[config.mk]
export PLATFORM = sky130hd
export DESIGN_NAME = spider_wave_scheduler_flat
export DESIGN_NICKNAME = d
export VERILOG_FILES = /design/src/rtl/spider_wave_scheduler_if.sv /design/src/rtl/spider_wave_scheduler.sv /design/src/flat_wrapper.sv
export SDC_FILE = /design/constraint.sdc
export NUM_CORES = 1
export LEC_CHECK = 0
export CORE_MARGIN = 2
export CORE_UTILIZATION = 62
export DETAILED_ROUTE_END_ITERATION = 10
export DONT_BUFFER_PORTS = 1
export GPL_TIMING_DRIVEN = 0
export PLACE_DENSITY_LB_ADDON = 0.1
export SLEW_MARGIN = 20
export SYNTH_ARGS = -nofsm -noshare
export SYNTH_HDL_FRONTEND = slang
export SYNTH_SLANG_ARGS = --single-unit
[constraint.sdc]
create_clock -name clk25 -period 4 [get_ports clk25]
set_input_delay 0.8 -clock clk25 [delete_from_list [all_inputs] [get_ports clk25]]
set_output_delay 0.8 -clock clk25 [all_outputs]
set_load 0.005 [all_outputs]
[src/rtl/spider_wave_scheduler_if.sv]
// spider_wave_scheduler_if
//   Groups the frame/collision inputs and the motion-controller / game-status
//   outputs of spider_wave_scheduler.
//   slave  : scheduler side (samples frame_tick, start, spider_alive,
//            spider_hit; drives reset_spider, motion_en, wave_num, lives,
//            kills, wave_active, game_over)
//   master : environment side (the mirror image)
interface spider_wave_scheduler_if #(
    parameter int unsigned NUM_SPIDERS = 4
);
    logic                   frame_tick;
    logic                   start;
    logic [NUM_SPIDERS-1:0] spider_alive;
    logic [NUM_SPIDERS-1:0] spider_hit;
    logic                   reset_spider;
    logic                   motion_en;
    logic [3:0]             wave_num;
    logic [1:0]             lives;
    logic [7:0]             kills;
    logic                   wave_active;
    logic                   game_over;

    modport master (
        output frame_tick, start, spider_alive, spider_hit,
        input  reset_spider, motion_en, wave_num, lives, kills,
               wave_active, game_over
    );

    modport slave (
        input  frame_tick, start, spider_alive, spider_hit,
        output reset_spider, motion_en, wave_num, lives, kills,
               wave_active, game_over
    );
endinterface

[src/rtl/spider_wave_scheduler.sv]
// spider_wave_scheduler
//   Game-flow sequencer for the spider group: re-arms the motion controller
//   each wave, paces motion from the frame tick with a per-wave step period,
//   scores kills/escapes, tracks lives and advances waves or ends the game.
//   Ports:
//     clk25 : 25 MHz pixel clock, all state on its rising edge
//     rst_n : asynchronous active-low reset
//     bus   : spider_wave_scheduler_if.slave (frame_tick, start,
//             spider_alive, spider_hit in; reset_spider, motion_en,
//             wave_num, lives, kills, wave_active, game_over out)
module spider_wave_scheduler #(
    parameter int unsigned NUM_SPIDERS = 4,
    parameter int unsigned BASE_PERIOD = 4,
    parameter int unsigned MIN_PERIOD  = 1,
    parameter int unsigned GAP_FRAMES  = 60,
    parameter int unsigned LIVES_INIT  = 3,
    parameter int unsigned MAX_WAVE    = 15
) (
    input  logic                    clk25,
    input  logic                    rst_n,
    spider_wave_scheduler_if.slave  bus
);
    localparam int unsigned GW = (GAP_FRAMES > 1) ? $clog2(GAP_FRAMES + 1) : 1;

    typedef enum logic [2:0] {IDLE, LOAD, ARM, RUN, GAP, OVER} state_t;

    state_t                 state_q;
    logic [NUM_SPIDERS-1:0] done_q;
    logic [NUM_SPIDERS-1:0] alive_q;
    logic [4:0]             fcnt_q;
    logic [GW-1:0]          gcnt_q;
    logic [3:0]             wave_q;
    logic [1:0]             lives_q;
    logic [7:0]             kills_q;
    logic                   reset_spider_q;
    logic                   motion_en_q;
    logic                   wave_active_q;
    logic                   game_over_q;

    logic [NUM_SPIDERS-1:0] kill_d;
    logic [NUM_SPIDERS-1:0] esc_d;
    logic [NUM_SPIDERS-1:0] done_d;
    logic [8:0]             kills_sum;
    logic [7:0]             kills_d;
    logic [7:0]             esc_cnt;
    logic [1:0]             lives_d;
    logic [4:0]             base5;
    logic [4:0]             wave5;
    logic [4:0]             diff5;
    logic [4:0]             period;
    logic [4:0]             fcnt_inc;
    logic [GW-1:0]          gcnt_inc;

    function automatic logic [7:0] popcount(input logic [NUM_SPIDERS-1:0] v);
        logic [7:0] n;
        n = '0;
        for (int unsigned i = 0; i < NUM_SPIDERS; i++) begin
            n = n + {7'd0, v[i]};
        end
        return n;
    endfunction

    always_comb begin
        // A hit wins over a same-cycle alive falling edge: that spider is a kill.
        kill_d    = bus.spider_hit & ~done_q;
        esc_d     = alive_q & ~bus.spider_alive & ~bus.spider_hit & ~done_q;
        done_d    = done_q | kill_d | esc_d;
        kills_sum = {1'b0, kills_q} + {1'b0, popcount(kill_d)};
        kills_d   = kills_sum[8] ? 8'hFF : kills_sum[7:0];
        esc_cnt   = popcount(esc_d);
        lives_d   = (esc_cnt >= {6'd0, lives_q}) ? 2'd0 : (lives_q - esc_cnt[1:0]);
        // Step period without underflow when wave_num exceeds BASE_PERIOD.
        base5     = 5'(BASE_PERIOD);
        wave5     = {1'b0, wave_q};
        diff5     = base5 - wave5;
        period    = ((base5 > wave5) && (diff5 > 5'(MIN_PERIOD))) ? diff5 : 5'(MIN_PERIOD);
        fcnt_inc  = fcnt_q + 5'd1;
        gcnt_inc  = gcnt_q + GW'(1);
    end

    always_ff @(posedge clk25 or negedge rst_n) begin
        if (!rst_n) begin
            state_q        <= IDLE;
            done_q         <= '0;
            alive_q        <= '0;
            fcnt_q         <= '0;
            gcnt_q         <= '0;
            wave_q         <= '0;
            lives_q        <= 2'(LIVES_INIT);
            kills_q        <= '0;
            reset_spider_q <= 1'b0;
            motion_en_q    <= 1'b0;
            wave_active_q  <= 1'b0;
            game_over_q    <= 1'b0;
        end else begin
            reset_spider_q <= 1'b0;
            motion_en_q    <= 1'b0;
            unique case (state_q)
                IDLE, OVER: begin
                    if (bus.start) begin
                        state_q        <= LOAD;
                        reset_spider_q <= 1'b1;
                        wave_q         <= '0;
                        lives_q        <= 2'(LIVES_INIT);
                        kills_q        <= '0;
                        done_q         <= '0;
                        fcnt_q         <= '0;
                        game_over_q    <= 1'b0;
                    end
                end
                LOAD: begin
                    state_q <= ARM;
                end
                ARM: begin
                    // Sample the freshly reloaded flags so stale lows from the
                    // previous wave never look like escapes.
                    alive_q       <= bus.spider_alive;
                    state_q       <= RUN;
                    wave_active_q <= 1'b1;
                end
                RUN: begin
                    alive_q <= bus.spider_alive;
                    done_q  <= done_d;
                    kills_q <= kills_d;
                    lives_q <= lives_d;
                    if (bus.frame_tick) begin
                        if (fcnt_inc >= period) begin
                            motion_en_q <= 1'b1;
                            fcnt_q      <= '0;
                        end else begin
                            fcnt_q <= fcnt_inc;
                        end
                    end
                    if (lives_d == 2'd0) begin
                        state_q       <= OVER;
                        wave_active_q <= 1'b0;
                        game_over_q   <= 1'b1;
                    end else if (&done_d) begin
                        state_q       <= GAP;
                        wave_active_q <= 1'b0;
                        gcnt_q        <= '0;
                        if (wave_q < 4'(MAX_WAVE)) begin
                            wave_q <= wave_q + 4'd1;
                        end
                    end
                end
                GAP: begin
                    if (bus.frame_tick) begin
                        if (gcnt_inc >= GW'(GAP_FRAMES)) begin
                            state_q        <= LOAD;
                            reset_spider_q <= 1'b1;
                            done_q         <= '0;
                            fcnt_q         <= '0;
                        end else begin
                            gcnt_q <= gcnt_inc;
                        end
                    end
                end
                default: begin
                    state_q <= IDLE;
                end
            endcase
        end
    end

    assign bus.reset_spider = reset_spider_q;
    assign bus.motion_en    = motion_en_q;
    assign bus.wave_num     = wave_q;
    assign bus.lives        = lives_q;
    assign bus.kills        = kills_q;
    assign bus.wave_active  = wave_active_q;
    assign bus.game_over    = game_over_q;
endmodule
[src/flat_wrapper.sv]
// flat-port wrapper written by rule: the top's interface ports become plain ports
module spider_wave_scheduler_flat 
#(
    parameter int unsigned NUM_SPIDERS = 4,
    parameter int unsigned BASE_PERIOD = 4,
    parameter int unsigned MIN_PERIOD  = 1,
    parameter int unsigned GAP_FRAMES  = 60,
    parameter int unsigned LIVES_INIT  = 3,
    parameter int unsigned MAX_WAVE    = 15
)
  (clk25, rst_n, bus_frame_tick, bus_start, bus_spider_alive, bus_spider_hit, bus_reset_spider, bus_motion_en, bus_wave_num, bus_lives, bus_kills, bus_wave_active, bus_game_over);
  spider_wave_scheduler_if #(.NUM_SPIDERS(NUM_SPIDERS)) bus_i ();
  input  logic clk25;
  input  logic rst_n;
  input wire logic [$bits(bus_i.frame_tick)-1:0] bus_frame_tick;
  input wire logic [$bits(bus_i.start)-1:0] bus_start;
  input wire logic [$bits(bus_i.spider_alive)-1:0] bus_spider_alive;
  input wire logic [$bits(bus_i.spider_hit)-1:0] bus_spider_hit;
  output wire logic [$bits(bus_i.reset_spider)-1:0] bus_reset_spider;
  output wire logic [$bits(bus_i.motion_en)-1:0] bus_motion_en;
  output wire logic [$bits(bus_i.wave_num)-1:0] bus_wave_num;
  output wire logic [$bits(bus_i.lives)-1:0] bus_lives;
  output wire logic [$bits(bus_i.kills)-1:0] bus_kills;
  output wire logic [$bits(bus_i.wave_active)-1:0] bus_wave_active;
  output wire logic [$bits(bus_i.game_over)-1:0] bus_game_over;
  assign bus_i.frame_tick = bus_frame_tick;
  assign bus_i.start = bus_start;
  assign bus_i.spider_alive = bus_spider_alive;
  assign bus_i.spider_hit = bus_spider_hit;
  assign bus_reset_spider = bus_i.reset_spider;
  assign bus_motion_en = bus_i.motion_en;
  assign bus_wave_num = bus_i.wave_num;
  assign bus_lives = bus_i.lives;
  assign bus_kills = bus_i.kills;
  assign bus_wave_active = bus_i.wave_active;
  assign bus_game_over = bus_i.game_over;
  spider_wave_scheduler #(.NUM_SPIDERS(NUM_SPIDERS), .BASE_PERIOD(BASE_PERIOD), .MIN_PERIOD(MIN_PERIOD), .GAP_FRAMES(GAP_FRAMES), .LIVES_INIT(LIVES_INIT), .MAX_WAVE(MAX_WAVE)) u_core (.clk25(clk25), .rst_n(rst_n), .bus(bus_i));
endmodule
==> flow_summary_export.csv <==
group,metric,value,unit
route,avgRoutedWirePerCell,15.4,um
worst_setup_path,path_max_fanout,6,
timing,final-setup-viol-count,0,
route,ant_nets,0,
timing,clock.fmax,293,MHz
cts,htreeDepth,2,
layout,drive_above_1_share,9.12,%
floorplanning,pin_count,30,
cts,cts.sinks,40,
synthesis,synth_edf_count,0,
placement,dp.cells,349,
timing,drv_slew,0,
synthesis,synth-main-ff-cell,"dfrtp_1",
floorplanning,die-area,4850,um2
synthesis,synth-seq-cells,40,
placement,port_buffers,0,
cts,cts_hold_buf,0,
synthesis,synth_warnings,0,
route,drc,0,
placement,globalplace.congestion,0.822,
route,wl_met1,2530,um
global_routing,track_usage,24.0,%
cts,clockBufferDepth,2,
layout,syn_to_final_growth,5.38,%
timing,grt_setup_unrepaired,"no",
synthesis,synth_nets,334,
layout,stdcell_count,357,
route,route.met3.wl,212,um
synthesis,yosysMostFrequentCell,"nand2_1",
cts,post_cts_buffers,0,
route,viasPerCell,6.07,
worst_setup_path,cpMaxStageDelayCell,"a221o_2",
floorplanning,die_x,69.7,um
min_path,hp-class,"in -> async",
worst_setup_path,end_kind,"flop",
floorplanning,coreArea,4090,um2
worst_setup_path,max_stage_delay,0.41,ns
route,top_layer_used,"met4",
synthesis,yosysTopAreaCellShare,35.6,%
flow_run,max_cap_violations,0,
route,route.met2.wl,2700,um
worst_setup_path,crit_family,"adder cells",
pwr,ir_worst_vdd,0.264,mV
route,drtPass1Iterations,4,
synthesis,ys_seq_area_share,37.5,%
cts,cts_made_buffers,5,
timing,worst_pin_slew,0.648,ns
floorplanning,rows,23,
synthesis,synth_common_cells,"40 x nand2_1, 38 x dfrtp_1, 20 x ha_1, 20 x o21ai_0, 19 x a21oi_1",
timing,maxSlewHeadroom,56.7,%
worst_setup_path,start_kind,"input pin",
worst_setup_path,crit_buf_inv,2,
worst_setup_path,cp.arrival,3.59,ns
synthesis,async_reset_ff_share,100,%
worst_setup_path,path_cells,"or2_2 > nor2b_1 > ha_1 > inv_1 > fa_1 > inv_1 > ha_1 > ha_1 > a21oi_1 > o211ai_1 > nor3_2 > a21oi_2 > a221o_2",
synthesis,synthesis.area,2670,um2
layout,fillCellCount,322,
outcome,status,"finished, final reports clean",
global_routing,grt_max_degree,41,
pwr,p_leak,1.32,nW
global_routing,grt_pass1_vias,2058,
global_routing,antenna_found_initial,0,
route,vias,2168,
timing,fin_crit_sh,85.4,%
worst_setup_path,required,4.18,ns
worst_setup_path,crit_top_cell,"ha_1",
cts,postCtsResizedCells,0,
synthesis,postSynthCellCount,299,
worst_setup_path,crit_type,"in -> reg",
cts,clock_latency,0.29,ns
floorplanning,dieHeight,69.7,um
synthesis,avgSynthCellArea,8.94,um2
synthesis,ys_top_cells_by_area,"dfrtp_1 36%, ha_1 9.4%, nand2_1 5.6%, o21ai_0 3.7%, a21oi_1 3.6%",
timing,period_needed,3.42,ns
placement,hpwl,3980,um
cts,cts_tree,"built",
layout,n_antenna_cell,0,
pwr,power_per_cell_area,631,nW/um2
timing,skew,0.00478,ns
floorplanning,start_util,65.4,%
route,drtIter0Drc,127,
synthesis,synth_area_leader_cell,"dfrtp_1",
global_routing,grt_pass1_wl,9410,um
cts,clk_pin_slew,0.08,ns
route,routed_wl,5510,um
global_routing,grt_remaining_overflow,0,
timing,final_hold_viol_count,0,
synthesis,yosysUniqueCellTypes,60,
cts,root_buffer,"clkbuf_8",
timing,tns,0,ns
layout,fin_nets,341,
==> stage by stage <==
step                      setup WS (ns)  utilization [%]  area (um2)  total power, mW  hold WS (ns)
after floorplan                   0.610                -        2670             1.32         0.438
after global placement            0.354             66.9        2740             1.47         0.451
after detailed placement          0.281             66.9        2740             1.52         0.460
after CTS                         0.596             68.9        2820             1.78         0.191
after global routing              0.466             68.9        2820             1.94         0.178
final                             0.583             68.9        2820             1.78         0.194
==> cell families (layout without fill, tap and decap cells) <==
logic type / count (synthesis) / in the layout / synth area share, %
and+or+nand+nor: 122 / 122 / 23.9
adders and majority gates: 23 / 23 / 11.6
AOI/OAI and AO/OA: 81 / 81 / 20.0
muxes: 2 / 2 / 0.796
DFF: 40 / 40 / 37.5
other: 1 / 1 / 0.140
xor gates and xnor gates: 5 / 5 / 1.64
buffers and inverters: 25 / 33 / 4.31
==> state kept, by name, summed over array words and instances, names as in the netlist <==
signal and count:
u_core.done_q 4, u_core.bus.lives 2, u_core.bus.motion_en 1, u_core.bus.kills 8, u_core.alive_q 4, u_core.bus.wave_active 1
u_core.bus.game_over 1, u_core.bus.wave_num 4, u_core.state_q 3, u_core.bus.reset_spider 1, u_core.fcnt_q 5, u_core.gcnt_q 6
==> placed cells by master, fill, tap and decap left out, types with 8 or more instances in the layout <==
| cell type | Yosys | layout |
|---|---|---|
| a21oi_1 | 19 | 19 |
| dfrtp_1 | 38 | 38 |
| ha_1 | 20 | 20 |
| inv_1 | 16 | 16 |
| nand2_1 | 40 | 40 |
| nand3_1 | 10 | 10 |
| nor2_1 | 17 | 17 |
| nor2b_1 | 11 | 11 |
| o211ai_1 | 8 | 8 |
| o21ai_0 | 20 | 20 |
==> where the power goes <==
part | switching, mW | internal [mW]
Combinational | 0.484 | 0.359
Sequential | 0.129 | 0.540
Clock | 0.143 | 0.123
Total | 0.756 | 1.02
==> path summary, 6_finish.rpt <==
kind | slack, ns | to | cells after the start | from
min in group clk25 | 0.48 | u_core.alive_q[0] | 2 | u_core.alive_q[0]
worst max-delay path | 0.58 | u_core.gcnt_q[2] | 13 | bus_spider_hit[0]
max in group asynchronous | 3.63 | u_core.bus.lives[0] | 0 | rst_n
worst min register to register | 0.48 | u_core.alive_q[0] | 2 | u_core.alive_q[0]
worst min-delay path | 0.19 | u_core.done_q[3] | 0 | rst_n
worst max register to register | 0.68 | u_core.gcnt_q[2] | 13 | u_core.done_q[0]
==> area by class of cell <==
type | instances | area, um2 | share of cell area (%)
clock inverter | 1 | 5.00 | 0.178
buffer | 9 | 55.1 | 1.95
tap | 50 | 62.6 | 2.22
inverter | 16 | 60.1 | 2.13
multi-input combinational | 234 | 1550 | 55.2
sequential | 40 | 1000 | 35.6
clock buffer | 7 | 76.3 | 2.71
==> metal layers <==
layer	vias up	global-route usage, %
met5	-	0
met4	0	7.26
met3	8	5.23
met2	35	38.6
met1	1041	32.8
li1	1084	-
Note: power is estimated with default switching activity, not from simulation.
